--- src/rtl/soc_it_master_pkg.sv ---
// Shared types and constants for the SoC-IT master data front end.
package soc_it_master_pkg;

  localparam int DEF_DATA_W = 128;
  localparam int DEF_TAG_W  = 4;

  typedef enum logic {
    ARB_IDLE,
    ARB_BURST
  } arb_state_e;

  // Width of a channel index; a single channel pair still needs one bit.
  function automatic int ch_idx_w(input int num_ch);
    return (num_ch > 2) ? $clog2(num_ch) : 1;
  endfunction

endpackage

--- src/rtl/soc_it_skid_buf.sv ---
// Two-entry valid/ready skid buffer: 1 cycle input-to-output latency, 1 beat/cycle.
// Registered in_rdy drops only when both entries are full; head entry drives the output directly.
module soc_it_skid_buf #(
  parameter int W = 8
) (
  input  logic         clk,
  input  logic         rst,
  input  logic         i_in_vld,
  output logic         o_in_rdy,
  input  logic [W-1:0] i_in_dat,
  output logic         o_out_vld,
  input  logic         i_out_rdy,
  output logic [W-1:0] o_out_dat
);

  logic [1:0]   r_cnt;
  logic         r_in_rdy;
  logic [W-1:0] r_dat0;
  logic [W-1:0] r_dat1;

  logic         w_push;
  logic         w_pop;
  logic         w_wr0;
  logic         w_wr1;
  logic [1:0]   w_cnt_nxt;

  assign w_push    = i_in_vld & r_in_rdy;
  assign w_pop     = i_out_rdy & (r_cnt != 2'd0);
  assign w_cnt_nxt = r_cnt + {1'b0, w_push} - {1'b0, w_pop};
  // New beat lands in the head slot if the buffer is empty or the head leaves this cycle.
  assign w_wr0     = w_push & ((r_cnt == 2'd0) | ((r_cnt == 2'd1) & w_pop));
  assign w_wr1     = w_push & (r_cnt == 2'd1) & ~w_pop;

  always_ff @(posedge clk or negedge rst) begin
    if (!rst) begin
      r_cnt    <= 2'd0;
      r_in_rdy <= 1'b0;
      r_dat0   <= '0;
      r_dat1   <= '0;
    end else begin
      r_cnt    <= w_cnt_nxt;
      r_in_rdy <= (w_cnt_nxt != 2'd2);
      if (w_wr0) begin
        r_dat0 <= i_in_dat;
      end else if (w_pop && (r_cnt == 2'd2)) begin
        r_dat0 <= r_dat1;
      end
      if (w_wr1) begin
        r_dat1 <= i_in_dat;
      end
    end
  end

  assign o_in_rdy  = r_in_rdy;
  assign o_out_vld = (r_cnt != 2'd0);
  assign o_out_dat = r_dat0;

endmodule

--- src/rtl/soc_it_master_data_arb.sv ---
// Round-robin burst arbiter onto master_datain plus tag-routed master_dataout demux, both skid-buffered.
// One cycle latency each way; channels see dst_rdy fall once the relevant skid fills.
module soc_it_master_data_arb
  import soc_it_master_pkg::*;
#(
  parameter int NUM_CH = 4,
  parameter int DATA_W = DEF_DATA_W,
  parameter int TAG_W  = DEF_TAG_W,
  parameter int CNT_W  = 16
) (
  input  logic                     clk,
  input  logic                     rst,
  input  logic [NUM_CH-1:0]        ch_datain_src_rdy,
  output logic [NUM_CH-1:0]        ch_datain_dst_rdy,
  input  logic [NUM_CH-1:0]        ch_datain_last,
  input  logic [NUM_CH*DATA_W-1:0] ch_datain,
  output logic                     master_datain_src_rdy,
  input  logic                     master_datain_dst_rdy,
  output logic [TAG_W-1:0]         master_datain_tag,
  output logic [DATA_W-1:0]        master_datain,
  input  logic                     master_dataout_src_rdy,
  output logic                     master_dataout_dst_rdy,
  input  logic [TAG_W-1:0]         master_dataout_tag,
  input  logic [DATA_W-1:0]        master_dataout,
  output logic [NUM_CH-1:0]        ch_dataout_src_rdy,
  input  logic [NUM_CH-1:0]        ch_dataout_dst_rdy,
  output logic [DATA_W-1:0]        ch_dataout,
  output logic [CNT_W-1:0]         drop_cnt,
  output logic                     drop_err
);

  localparam int IDX_W = ch_idx_w(NUM_CH);
  localparam int BUF_W = DATA_W + TAG_W;
  localparam logic [TAG_W:0] NUM_CH_T = (TAG_W+1)'(NUM_CH);

  arb_state_e        r_state, w_state_nxt;
  logic [IDX_W-1:0]  r_rr, w_rr_nxt;
  logic [IDX_W-1:0]  r_gnt, w_gnt_nxt;
  logic [IDX_W-1:0]  w_sel_hi, w_sel_lo, w_gnt, w_gnt_inc;
  logic              w_any_hi, w_any_lo;
  logic              w_act, w_req, w_last, w_acc, w_in_rdy;
  logic [DATA_W-1:0] w_dat;
  logic [BUF_W-1:0]  w_in_q;

  logic              w_ret_vld, w_ret_hit, w_ret_pop, w_drop;
  logic [BUF_W-1:0]  w_ret_q;
  logic [TAG_W-1:0]  w_ret_tag;
  logic [NUM_CH-1:0] w_ret_sel;
  logic [CNT_W-1:0]  r_drop_cnt;
  logic              r_drop_err;

  // Lowest requester at or above the pointer wins; otherwise wrap to the lowest requester overall.
  always_comb begin : rr_search
    w_any_hi = 1'b0;
    w_any_lo = 1'b0;
    w_sel_hi = '0;
    w_sel_lo = '0;
    for (int c = NUM_CH - 1; c >= 0; c--) begin
      if (ch_datain_src_rdy[c]) begin
        w_any_lo = 1'b1;
        w_sel_lo = IDX_W'(c);
        if (IDX_W'(c) >= r_rr) begin
          w_any_hi = 1'b1;
          w_sel_hi = IDX_W'(c);
        end
      end
    end
  end

  always_comb begin : gnt_mux
    w_act             = (r_state == ARB_BURST) | w_any_lo;
    w_gnt             = (r_state == ARB_BURST) ? r_gnt : (w_any_hi ? w_sel_hi : w_sel_lo);
    w_req             = 1'b0;
    w_last            = 1'b0;
    w_dat             = '0;
    ch_datain_dst_rdy = '0;
    for (int c = 0; c < NUM_CH; c++) begin
      if (IDX_W'(c) == w_gnt) begin
        w_req                = ch_datain_src_rdy[c];
        w_last               = ch_datain_last[c];
        w_dat                = ch_datain[c*DATA_W +: DATA_W];
        ch_datain_dst_rdy[c] = w_act & w_in_rdy;
      end
    end
    w_acc     = w_act & w_req & w_in_rdy;
    w_gnt_inc = (w_gnt == IDX_W'(NUM_CH - 1)) ? '0 : w_gnt + 1'b1;
  end

  always_comb begin : arb_next
    w_state_nxt = r_state;
    w_rr_nxt    = r_rr;
    w_gnt_nxt   = r_gnt;
    case (r_state)
      ARB_IDLE: begin
        if (w_acc) begin
          if (w_last) begin
            w_rr_nxt = w_gnt_inc;
          end else begin
            w_state_nxt = ARB_BURST;
            w_gnt_nxt   = w_gnt;
          end
        end
      end
      ARB_BURST: begin
        if (w_acc && w_last) begin
          w_state_nxt = ARB_IDLE;
          w_rr_nxt    = w_gnt_inc;
        end
      end
      default: w_state_nxt = ARB_IDLE;
    endcase
  end

  always_ff @(posedge clk or negedge rst) begin
    if (!rst) begin
      r_state <= ARB_IDLE;
      r_rr    <= '0;
      r_gnt   <= '0;
    end else begin
      r_state <= w_state_nxt;
      r_rr    <= w_rr_nxt;
      r_gnt   <= w_gnt_nxt;
    end
  end

  soc_it_skid_buf #(.W(BUF_W)) u_datain_skid (
    .clk       (clk),
    .rst       (rst),
    .i_in_vld  (w_act & w_req),
    .o_in_rdy  (w_in_rdy),
    .i_in_dat  ({TAG_W'(w_gnt), w_dat}),
    .o_out_vld (master_datain_src_rdy),
    .i_out_rdy (master_datain_dst_rdy),
    .o_out_dat (w_in_q)
  );

  assign master_datain_tag = w_in_q[BUF_W-1 -: TAG_W];
  assign master_datain     = w_in_q[DATA_W-1:0];

  soc_it_skid_buf #(.W(BUF_W)) u_dataout_skid (
    .clk       (clk),
    .rst       (rst),
    .i_in_vld  (master_dataout_src_rdy),
    .o_in_rdy  (master_dataout_dst_rdy),
    .i_in_dat  ({master_dataout_tag, master_dataout}),
    .o_out_vld (w_ret_vld),
    .i_out_rdy (w_ret_pop | w_drop),
    .o_out_dat (w_ret_q)
  );

  assign w_ret_tag = w_ret_q[BUF_W-1 -: TAG_W];

  // Unroutable tags are discarded as soon as they reach the head, so they never block the path.
  always_comb begin : ret_demux
    w_ret_hit = ({1'b0, w_ret_tag} < NUM_CH_T);
    w_ret_sel = '0;
    w_ret_pop = 1'b0;
    for (int c = 0; c < NUM_CH; c++) begin
      w_ret_sel[c] = w_ret_vld & w_ret_hit & (w_ret_tag == TAG_W'(c));
      w_ret_pop    = w_ret_pop | (w_ret_sel[c] & ch_dataout_dst_rdy[c]);
    end
    w_drop = w_ret_vld & ~w_ret_hit;
  end

  assign ch_dataout_src_rdy = w_ret_sel;
  assign ch_dataout         = w_ret_q[DATA_W-1:0];

  always_ff @(posedge clk or negedge rst) begin
    if (!rst) begin
      r_drop_cnt <= '0;
      r_drop_err <= 1'b0;
    end else if (w_drop) begin
      r_drop_err <= 1'b1;
      if (~&r_drop_cnt) begin
        r_drop_cnt <= r_drop_cnt + 1'b1;
      end
    end
  end

  assign drop_cnt = r_drop_cnt;
  assign drop_err = r_drop_err;

endmodule

--- config.mk ---
export PLATFORM = sky130hd
export DESIGN_NAME = soc_it_master_data_arb
export DESIGN_NICKNAME = d
export VERILOG_FILES = /design/src/rtl/soc_it_master_pkg.sv /design/src/rtl/soc_it_skid_buf.sv /design/src/rtl/soc_it_master_data_arb.sv
export SDC_FILE = /design/constraint.sdc
export NUM_CORES = 1
export LEC_CHECK = 0
export CORE_AREA = 2 2 369 371
export CTS_CLUSTER_SIZE = 12
export DETAILED_ROUTE_END_ITERATION = 8
export DIE_AREA = 0 0 371 373
export MAX_ROUTING_LAYER = met4
export PLACE_DENSITY = 0.41
export SKIP_CTS_REPAIR_TIMING = 1
export SLEW_MARGIN = 10
export SYNTH_ARGS = -nofsm -noshare
export SYNTH_HDL_FRONTEND = slang
export SYNTH_HIERARCHICAL = 1
export SYNTH_SLANG_ARGS = --single-unit
--- constraint.sdc ---
create_clock -name clk -period 4 [get_ports clk]
set_input_delay 0.6 -clock clk [delete_from_list [all_inputs] [get_ports clk]]
set_output_delay 0.6 -clock clk [all_outputs]
set_load 0.03 [all_outputs]
== Word-level counts from Yosys, hierarchy flattened ==
Cells that the tools add are included.

* Register bits after elaboration: 554
* Input port bits: 660
* Output and inout port bits: 287
* Logic and storage cells: 147

* Add/sub/neg operators: 6
* $lt $le $gt $ge: 5
* Equality and inequality tests: 16
* Multiplexer cells: 55
* Bitwise gates (word level): 37
* Reduce and logical (&&, ||, !) cells: 15

{| class="wikitable"
|+ Operator list
! kind !! number
|-
| 132-bit 2-to-1 mux || 4
|-
| 128-bit 2-to-1 mux || 4
|-
| 2-bit 2-to-1 mux || 18
|-
| 1-bit 2-to-1 mux || 27
|-
| 1-bit bitwise AND || 24
|-
| 16-bit by 1-bit adder with 16-bit output (second input constant) || 1
|-
| 16-bit AND reduction || 1
|-
| 4-bit by 2-bit == test with 1-bit output (second input constant) || 2
|-
| 2-bit nonzero test || 4
|-
| 1-bit bitwise OR || 7
|-
| 2-bit == test (second input constant) || 3
|-
| 2-bit zero test || 3
|-
| 2-bit inequality test (second input constant) || 3
|-
| 1-bit NOT || 6
|-
| 3-bit AND reduction || 2
|-
| 2-bit by 1-bit adder with 2-bit output || 2
|-
| 2-bit by 1-bit == test with 1-bit output (second input constant) || 2
|-
| 2-bit == test (first input constant) || 2
|-
| 4-bit by 1-bit == test with 1-bit output (second input constant) || 1
|-
| 1-bit by 2-bit greater-or-equal comparator with 1-bit output (first input constant) || 2
|-
| 2-bit greater-or-equal comparator (first input constant) || 2
|-
| 4-bit zero test || 1
|-
| 4-bit by 3-bit < comparator with 1-bit output (second input constant) || 1
|-
| 2-bit by 1-bit inequality test with 1-bit output (second input constant) || 2
|-
| 7 further kinds || 10
|}

== Longest topological paths before layout ==
* Word-level depth: 21
* Depth in mapped cells: 16
* Depth with buffers taken out: 13

== Modules after synthesis ==
The synthesis kept the hierarchy.

{| class="wikitable"
|+ Modules (own cells, without submodules)
! module !! times used !! cells each !! area an instance (µm²) !! sequential area each (µm²)
|-
| soc_it_skid_buf || 2 || 722 || 11847.6 || 6681.4
|-
| soc_it_master_data_arb || 1 || 748 || 5205.0 || 550.5
|}

== Least setup slack after synthesis ==
OpenSTA, ideal clock, no wires.

* Path kind: input to register
* From: input ch_datain_src_rdy[0]
* To: register u_datain_skid.r_dat0[115], in the netlist u_datain_skid/o_out_dat[115]
* Setup time: 0.125 ns
* Arrival: 3.375 ns
* Data required time: 3.875 ns
* Slack: 0.500 ns
* Stages on the path: 14
* Path buffers: 3
* Path through: nand2b_1 a21oi_1 o31a_1 or2_2 ha_1 buf_4 and3b_1 a2111oi_2 nor2_1 nand2_1 or3_1 buf_2 clkbuf_1 mux2_2

* Word-level cells in the longest chain between the ends: 12
* Elaborated cells on any way between the ends: 24
* Classes of those cells: 3 x eq/ne; 15 x mux; 4 x bitwise; 2 x reduce/logical

{| class="wikitable"
|+ RTL lines
! what !! line !! RTL
|-
| from (decl) || soc_it_master_data_arb.sv:13 || <nowiki>input logic [NUM_CH-1:0] ch_datain_src_rdy,</nowiki>
|-
| 2-bit 2-to-1 mux or 1-bit 2-to-1 mux (tied branches) || soc_it_master_data_arb.sv:59 || <nowiki>if (ch_datain_src_rdy[c]) begin</nowiki>
|-
| 2-bit 2-to-1 mux (*) (2 in series) || soc_it_master_data_arb.sv:72 || <nowiki>w_gnt = (r_state == ARB_BURST) ? r_gnt : (w_any_hi ? w_sel_hi : w_sel_lo);</nowiki>
|-
| via w_gnt[0] || soc_it_master_data_arb.sv:39 || <nowiki>logic [IDX_W-1:0] w_sel_hi, w_sel_lo, w_gnt, w_gnt_inc;</nowiki>
|-
| 2-bit zero test || soc_it_master_data_arb.sv:78 || <nowiki>if (IDX_W'(c) == w_gnt) begin</nowiki>
|-
| 1-bit 2-to-1 mux (4 in series) || soc_it_master_data_arb.sv:78 ||
|-
| 1-bit bitwise AND || soc_it_master_data_arb.sv:129 || <nowiki>.i_in_vld (w_act & w_req),</nowiki>
|-
| 1-bit bitwise AND || soc_it_skid_buf.sv:27 || <nowiki>assign w_push = i_in_vld & r_in_rdy;</nowiki>
|-
| 1-bit bitwise AND || soc_it_skid_buf.sv:31 || <nowiki>assign w_wr0 = w_push & ((r_cnt == 2'd0) | ((r_cnt == 2'd1) & w_pop));</nowiki>
|-
| 132-bit 2-to-1 mux or 2-bit nonzero test (tied branches) || n/a ||
|-
| to (signal assigned) || soc_it_skid_buf.sv:44 || <nowiki>r_dat0 <= i_in_dat;</nowiki>
|-
| to (signal assigned) || soc_it_skid_buf.sv:46 || <nowiki>r_dat0 <= r_dat1;</nowiki>
|-
| to (decl) || soc_it_skid_buf.sv:18 || <nowiki>logic [W-1:0] r_dat0;</nowiki>
|}

The timed path passes the listed nets; every way through them passes the cells marked *.
A chain may end at the register's enable or synchronous reset.

== Worst setup path after layout ==
* From: input ch_datain_src_rdy[1]
* To: output ch_datain_dst_rdy[3]

* Word-level cells in the longest chain between the ends: 7
* Elaborated cells on any way between the ends: 16
* Classes of those cells: 1 x eq/ne; 13 x mux; 2 x bitwise

{| class="wikitable"
|+ RTL lines
! what !! line !! RTL
|-
| 2-bit 2-to-1 mux or 1-bit 2-to-1 mux (tied branches) || soc_it_master_data_arb.sv:59 ||
|-
| 2-bit 2-to-1 mux or 1-bit 2-to-1 mux (tied branches) || soc_it_master_data_arb.sv:62 || <nowiki>if (IDX_W'(c) >= r_rr) begin</nowiki>
|-
| 2-bit 2-to-1 mux or 1-bit 2-to-1 mux (tied branches) || soc_it_master_data_arb.sv:59 ||
|-
| 2-bit 2-to-1 mux (*) (2 in series) || soc_it_master_data_arb.sv:72 ||
|-
| via w_gnt[0] || soc_it_master_data_arb.sv:39 ||
|-
| 2-bit == test (*) || soc_it_master_data_arb.sv:78 ||
|-
| 1-bit 2-to-1 mux (*) || soc_it_master_data_arb.sv:78 ||
|-
| to (decl) || soc_it_master_data_arb.sv:14 || <nowiki>output logic [NUM_CH-1:0] ch_datain_dst_rdy,</nowiki>
|}

Marked as above.

==> results.sh <==
export IMPL_total_leakage_power_uw=0.0183
export IMPL_outcome="complete, no violations"
export IMPL_antenna_found_initial=60
export IMPL_num_rows=135
export IMPL_synth_top_area_share_pct=48.1
export IMPL_hold_class="input port to async pin"
export IMPL_post_synth_cell_area_avg_um2=13.2
export IMPL_max_slew_worst_pin_slew_ps=802
export IMPL_floorplan_initialDensity_pct=21.5
export IMPL_drt_drc_violations_left=0
export IMPL_total_routed_wire_length_on_the_met1_layer_um=48200
export IMPL_gp_routability_congestion=0.878
export IMPL_cp_data_arrival_time_ps=3170
export IMPL_root_buffer="sky130_fd_sc_hd__clkbuf_16"
export IMPL_critical_path_most_common_cell="sky130_fd_sc_hd__buf_4"
export IMPL_ratio_of_cells_with_drive_above_1_in_the_final_layout_pct=33.7
export IMPL_max_cap_violations=0
export IMPL_total_power_uw=40000
export IMPL_worstPathCellList="clkdlybuf4s50_1 -> mux2i_1 -> a211oi_1 -> o31a_1 -> or2_2 -> buf_4 -> ha_4 -> buf_4 -> buf_4 -> and2_1 -> buf_4"
export IMPL_r2r_start="r_rr[0]"
export IMPL_syn_area_um2=28900
export IMPL_synth_common_cells="632 x sky130_fd_sc_hd__mux2_2, 556 x sky130_fd_sc_hd__dfrtp_1, 161 x sky130_fd_sc_hd__mux2_4"
export IMPL_port_buffer_count=946
export IMPL_hold_violations=0
export IMPL_timing_setup_critical_path_class="input port to output port"
export IMPL_highest_signal_layer="met4"
export IMPL_synth_cells=2192
export IMPL_cts_sink_count=556
export IMPL_slew_headroom_pct=46.6
export IMPL_wl_met2_um=58600
export IMPL_die_width_um=371
export IMPL_cts_made_buffers=72
export IMPL_setup_ws_ps=231
export IMPL_clkSlewWorstSetupHoldPaths_ps=50
export IMPL_setup_viol=0
export IMPL_fin_util_pct=32.7
export IMPL_yosysMostFrequentCell="sky130_fd_sc_hd__mux2_2"
export IMPL_ys_ff_latch=556
export IMPL_routed_via_density=4.43
export IMPL_die_area_um2=138000
export IMPL_grt_max_degree=112
export IMPL_post_detailed_routing_wire_length_um=121000
export IMPL_logic_depth_of_the_worst_register_to_register_path=14
export IMPL_final_cell_count_no_fill=5093
export IMPL_avgRoutedWirePerCell_um=23.7
export IMPL_maximum_operating_frequency_mhz=265
export IMPL_boundaryPins=947
export IMPL_detailedRoute_firstIterationViolations=928
export IMPL_design_core_area_um2=135000
export IMPL_finalSetupTns_ps=0
export IMPL_ys_flop_type="sky130_fd_sc_hd__dfrtp_1"
export IMPL_min_period_over_period_pct=94.2
export IMPL_rrSetupSlack_ps=540
export IMPL_grt_first_pass_wirelength_um=173000
export IMPL_place_hpwl_um=95100
export IMPL_finish_net_count=3886
export IMPL_cts_tree="built"
export IMPL_antenna_violating_nets_post_route=0
export IMPL_largest_area_contributor_in_the_netlist="sky130_fd_sc_hd__dfrtp_1"
export IMPL_worstSetupStartpointType="input port"
export IMPL_largest_delay_share_family_worst_path="buffers and inverters"
export IMPL_synth_async_sr_flop_share_pct=100
export IMPL_num_fill_cells=13500
export IMPL_globalRouteTotalUtil_pct=17.5
export IMPL_h_tree_lvl_count=3
export IMPL_die_height_um=373
export IMPL_critPathCaptureType="output port"
export IMPL_crit_slowest_cell="sky130_fd_sc_hd__clkdlybuf4s50_1"
export IMPL_timing_rr_end="u_datain_skid/r_dat1[39]"
export IMPL_period_needed_ps=3770
export IMPL_vias=22600
export IMPL_areaGrowthSynthToFinish_pct=52.1
export IMPL_rsz_0062_raised_after_global_routing="false"
export IMPL_synth_lib_cells_used_distinct=58
export IMPL_synth_edff_count=0
export IMPL_timing_final_max_slew_violations=0
export IMPL_post_synth_main_area_contributors="sky130_fd_sc_hd__dfrtp_1 48%, sky130_fd_sc_hd__mux2_2 25%, sky130_fd_sc_hd__mux2_4 8.4%, sky130_fd_sc_hd__a221oi_1 3.8%, sky130_fd_sc_hd__o31ai_1 3.3%"
export IMPL_critical_path_rt_ps=3400
export IMPL_crit_path_max_fanout=46
export IMPL_synthesis_yosys_warnings=6
export IMPL_timing_critical_path_buf_inv=5
export IMPL_cp_slowest_stage_delay_ps=560
export IMPL_firstDrtPassIters=6
export IMPL_power_density_nw_per_um2=910
export IMPL_fin_skew_ps=14.8
export IMPL_peakVddDrop_mv=0.545
export IMPL_placed_cells=4926
export IMPL_clk_path_buf_depth=3
export IMPL_vias_in_the_first_global_route=24900
export IMPL_globalRouteOverflowTotal=0
export IMPL_place_worst_setup_slack_ps=-104
export IMPL_clkLatencyLatePin_ps=640
export IMPL_seq_area_frac_synth_pct=48.1
export IMPL_route_met3_wl_um=9730
[final cells by class]
type	instances	area (µm²)	share of cell area [%]
well taps	1781	2230	5.07
multi-input cells	1458	14100	32.2
flip-flops and latches	556	13900	31.6
diodes	40	100	0.228
inverters	5	18.8	0.0427
clock inverters	13	166	0.378
clock buffers	114	2170	4.94
repair buffers	1126	11200	25.5
[flip-flops by register name (all words and copies together), names as in the netlist, 2 cells and up, named ones only]
register	count
u_datain_skid/r_dat1	132
r_gnt	2
u_datain_skid/o_out_dat	132
u_dataout_skid/r_cnt	2
drop_cnt	16
u_dataout_skid/o_out_dat	132
u_dataout_skid/r_dat1	132
u_datain_skid/r_cnt	2
r_rr	2
[layout by cell type (no fill, tap or decap), types with 4 or more instances in the layout]
| cell | Yosys | layout |
|---|---|---|
| sky130_fd_sc_hd__diode_2 | 0 | 40 |
| sky130_fd_sc_hd__nor2b_1 | 135 | 134 |
| sky130_fd_sc_hd__a211oi_1 | 6 | 6 |
| sky130_fd_sc_hd__and3_1 | 4 | 4 |
| sky130_fd_sc_hd__clkbuf_8 | 0 | 15 |
| sky130_fd_sc_hd__mux2_4 | 161 | 161 |
| sky130_fd_sc_hd__clkbuf_16 | 0 | 75 |
| sky130_fd_sc_hd__conb_1 | 1 | 4 |
| sky130_fd_sc_hd__inv_1 | 5 | 5 |
| sky130_fd_sc_hd__dfrtp_1 | 556 | 556 |
| sky130_fd_sc_hd__a21oi_1 | 9 | 9 |
| sky130_fd_sc_hd__nor3_1 | 5 | 5 |
| sky130_fd_sc_hd__buf_12 | 0 | 33 |
| sky130_fd_sc_hd__mux2i_1 | 5 | 5 |
| sky130_fd_sc_hd__buf_4 | 18 | 150 |
| sky130_fd_sc_hd__clkdlybuf4s50_1 | 0 | 942 |
| sky130_fd_sc_hd__nand2_1 | 143 | 143 |
| sky130_fd_sc_hd__xnor2_1 | 4 | 4 |
| sky130_fd_sc_hd__nand3_1 | 4 | 4 |
| sky130_fd_sc_hd__and2_1 | 5 | 5 |
| sky130_fd_sc_hd__o31ai_1 | 128 | 128 |
| sky130_fd_sc_hd__nor3b_1 | 4 | 4 |
| sky130_fd_sc_hd__ha_1 | 7 | 4 |
| sky130_fd_sc_hd__clkbuf_1 | 79 | 24 |
| sky130_fd_sc_hd__a221oi_1 | 127 | 127 |
| sky130_fd_sc_hd__clkinv_2 | 0 | 6 |
| sky130_fd_sc_hd__xor2_1 | 14 | 14 |
| sky130_fd_sc_hd__nor2_1 | 10 | 10 |
| sky130_fd_sc_hd__mux2_2 | 632 | 632 |
[worst reg2reg max path, delay by kind of cell (launching register included)]
family / cells / cell delay (ps)
simple gates: 6 / 1280
buf+inv: 3 / 610
compound gates: 3 / 490
mux: 1 / 340
fa+ha+maj: 1 / 190
flops: 1 / 460
[where the power goes]
group          internal (µW)  switching [µW]  total [µW]
clock                   3920            2590        6510
combinational          12000           11600       23600
sequential              8370            1550        9920
[metal layers]
metal	vias to the layer above	GRT usage, %
met2	802	28.3
met3	171	5.69
li1	10200	-
met4	0	7.51
met5	-	-
met1	11400	19.7
[cell families (layout without fill, tap and decap cells)]
family                     Yosys count  count (layout)  share of synthesized area, %
buffers and inverters              181            1258                          3.28
muxes                              802             802                          33.4
other                                1              44                        0.0130
xor gates and xnor gates            18              18                         0.545
and+or+nand+nor                    336             336                          6.16
DFF                                556             556                          48.1
adders and majority gates            7               7                         0.303
AOI/OAI and AO/OA                  291             291                          8.20
[through the flow]
stage / hold WS, ps / instance area, µm²
3_5_place_dp: 460 / 41500
3_3_place_gp: 462 / 41500
4_1_cts: -10.6 / 43900
2_1_floorplan: 304 / 28900
5_1_grt: 39.6 / 44000
6_report: 9.74 / 44000
[how the worst max path moves through the flow]
stage / start / end / slack, ps / cells past startpoint
final: ch_datain_src_rdy[1] / ch_datain_dst_rdy[3] / 230 / 11
after global routing: r_rr[1] / ch_datain_dst_rdy[3] / 40 / 10
after CTS: r_rr[0] / ch_datain_dst_rdy[3] / 180 / 10
after detailed placement: ch_datain_src_rdy[0] / u_datain_skid/r_dat1[39] / -100 / 15
after global placement: ch_datain_src_rdy[0] / u_datain_skid/r_dat1[37] / -100 / 15
after floorplan: ch_datain_src_rdy[0] / u_datain_skid/o_out_dat[115] / 500 / 14
Power figures use the tool's default switching activity.
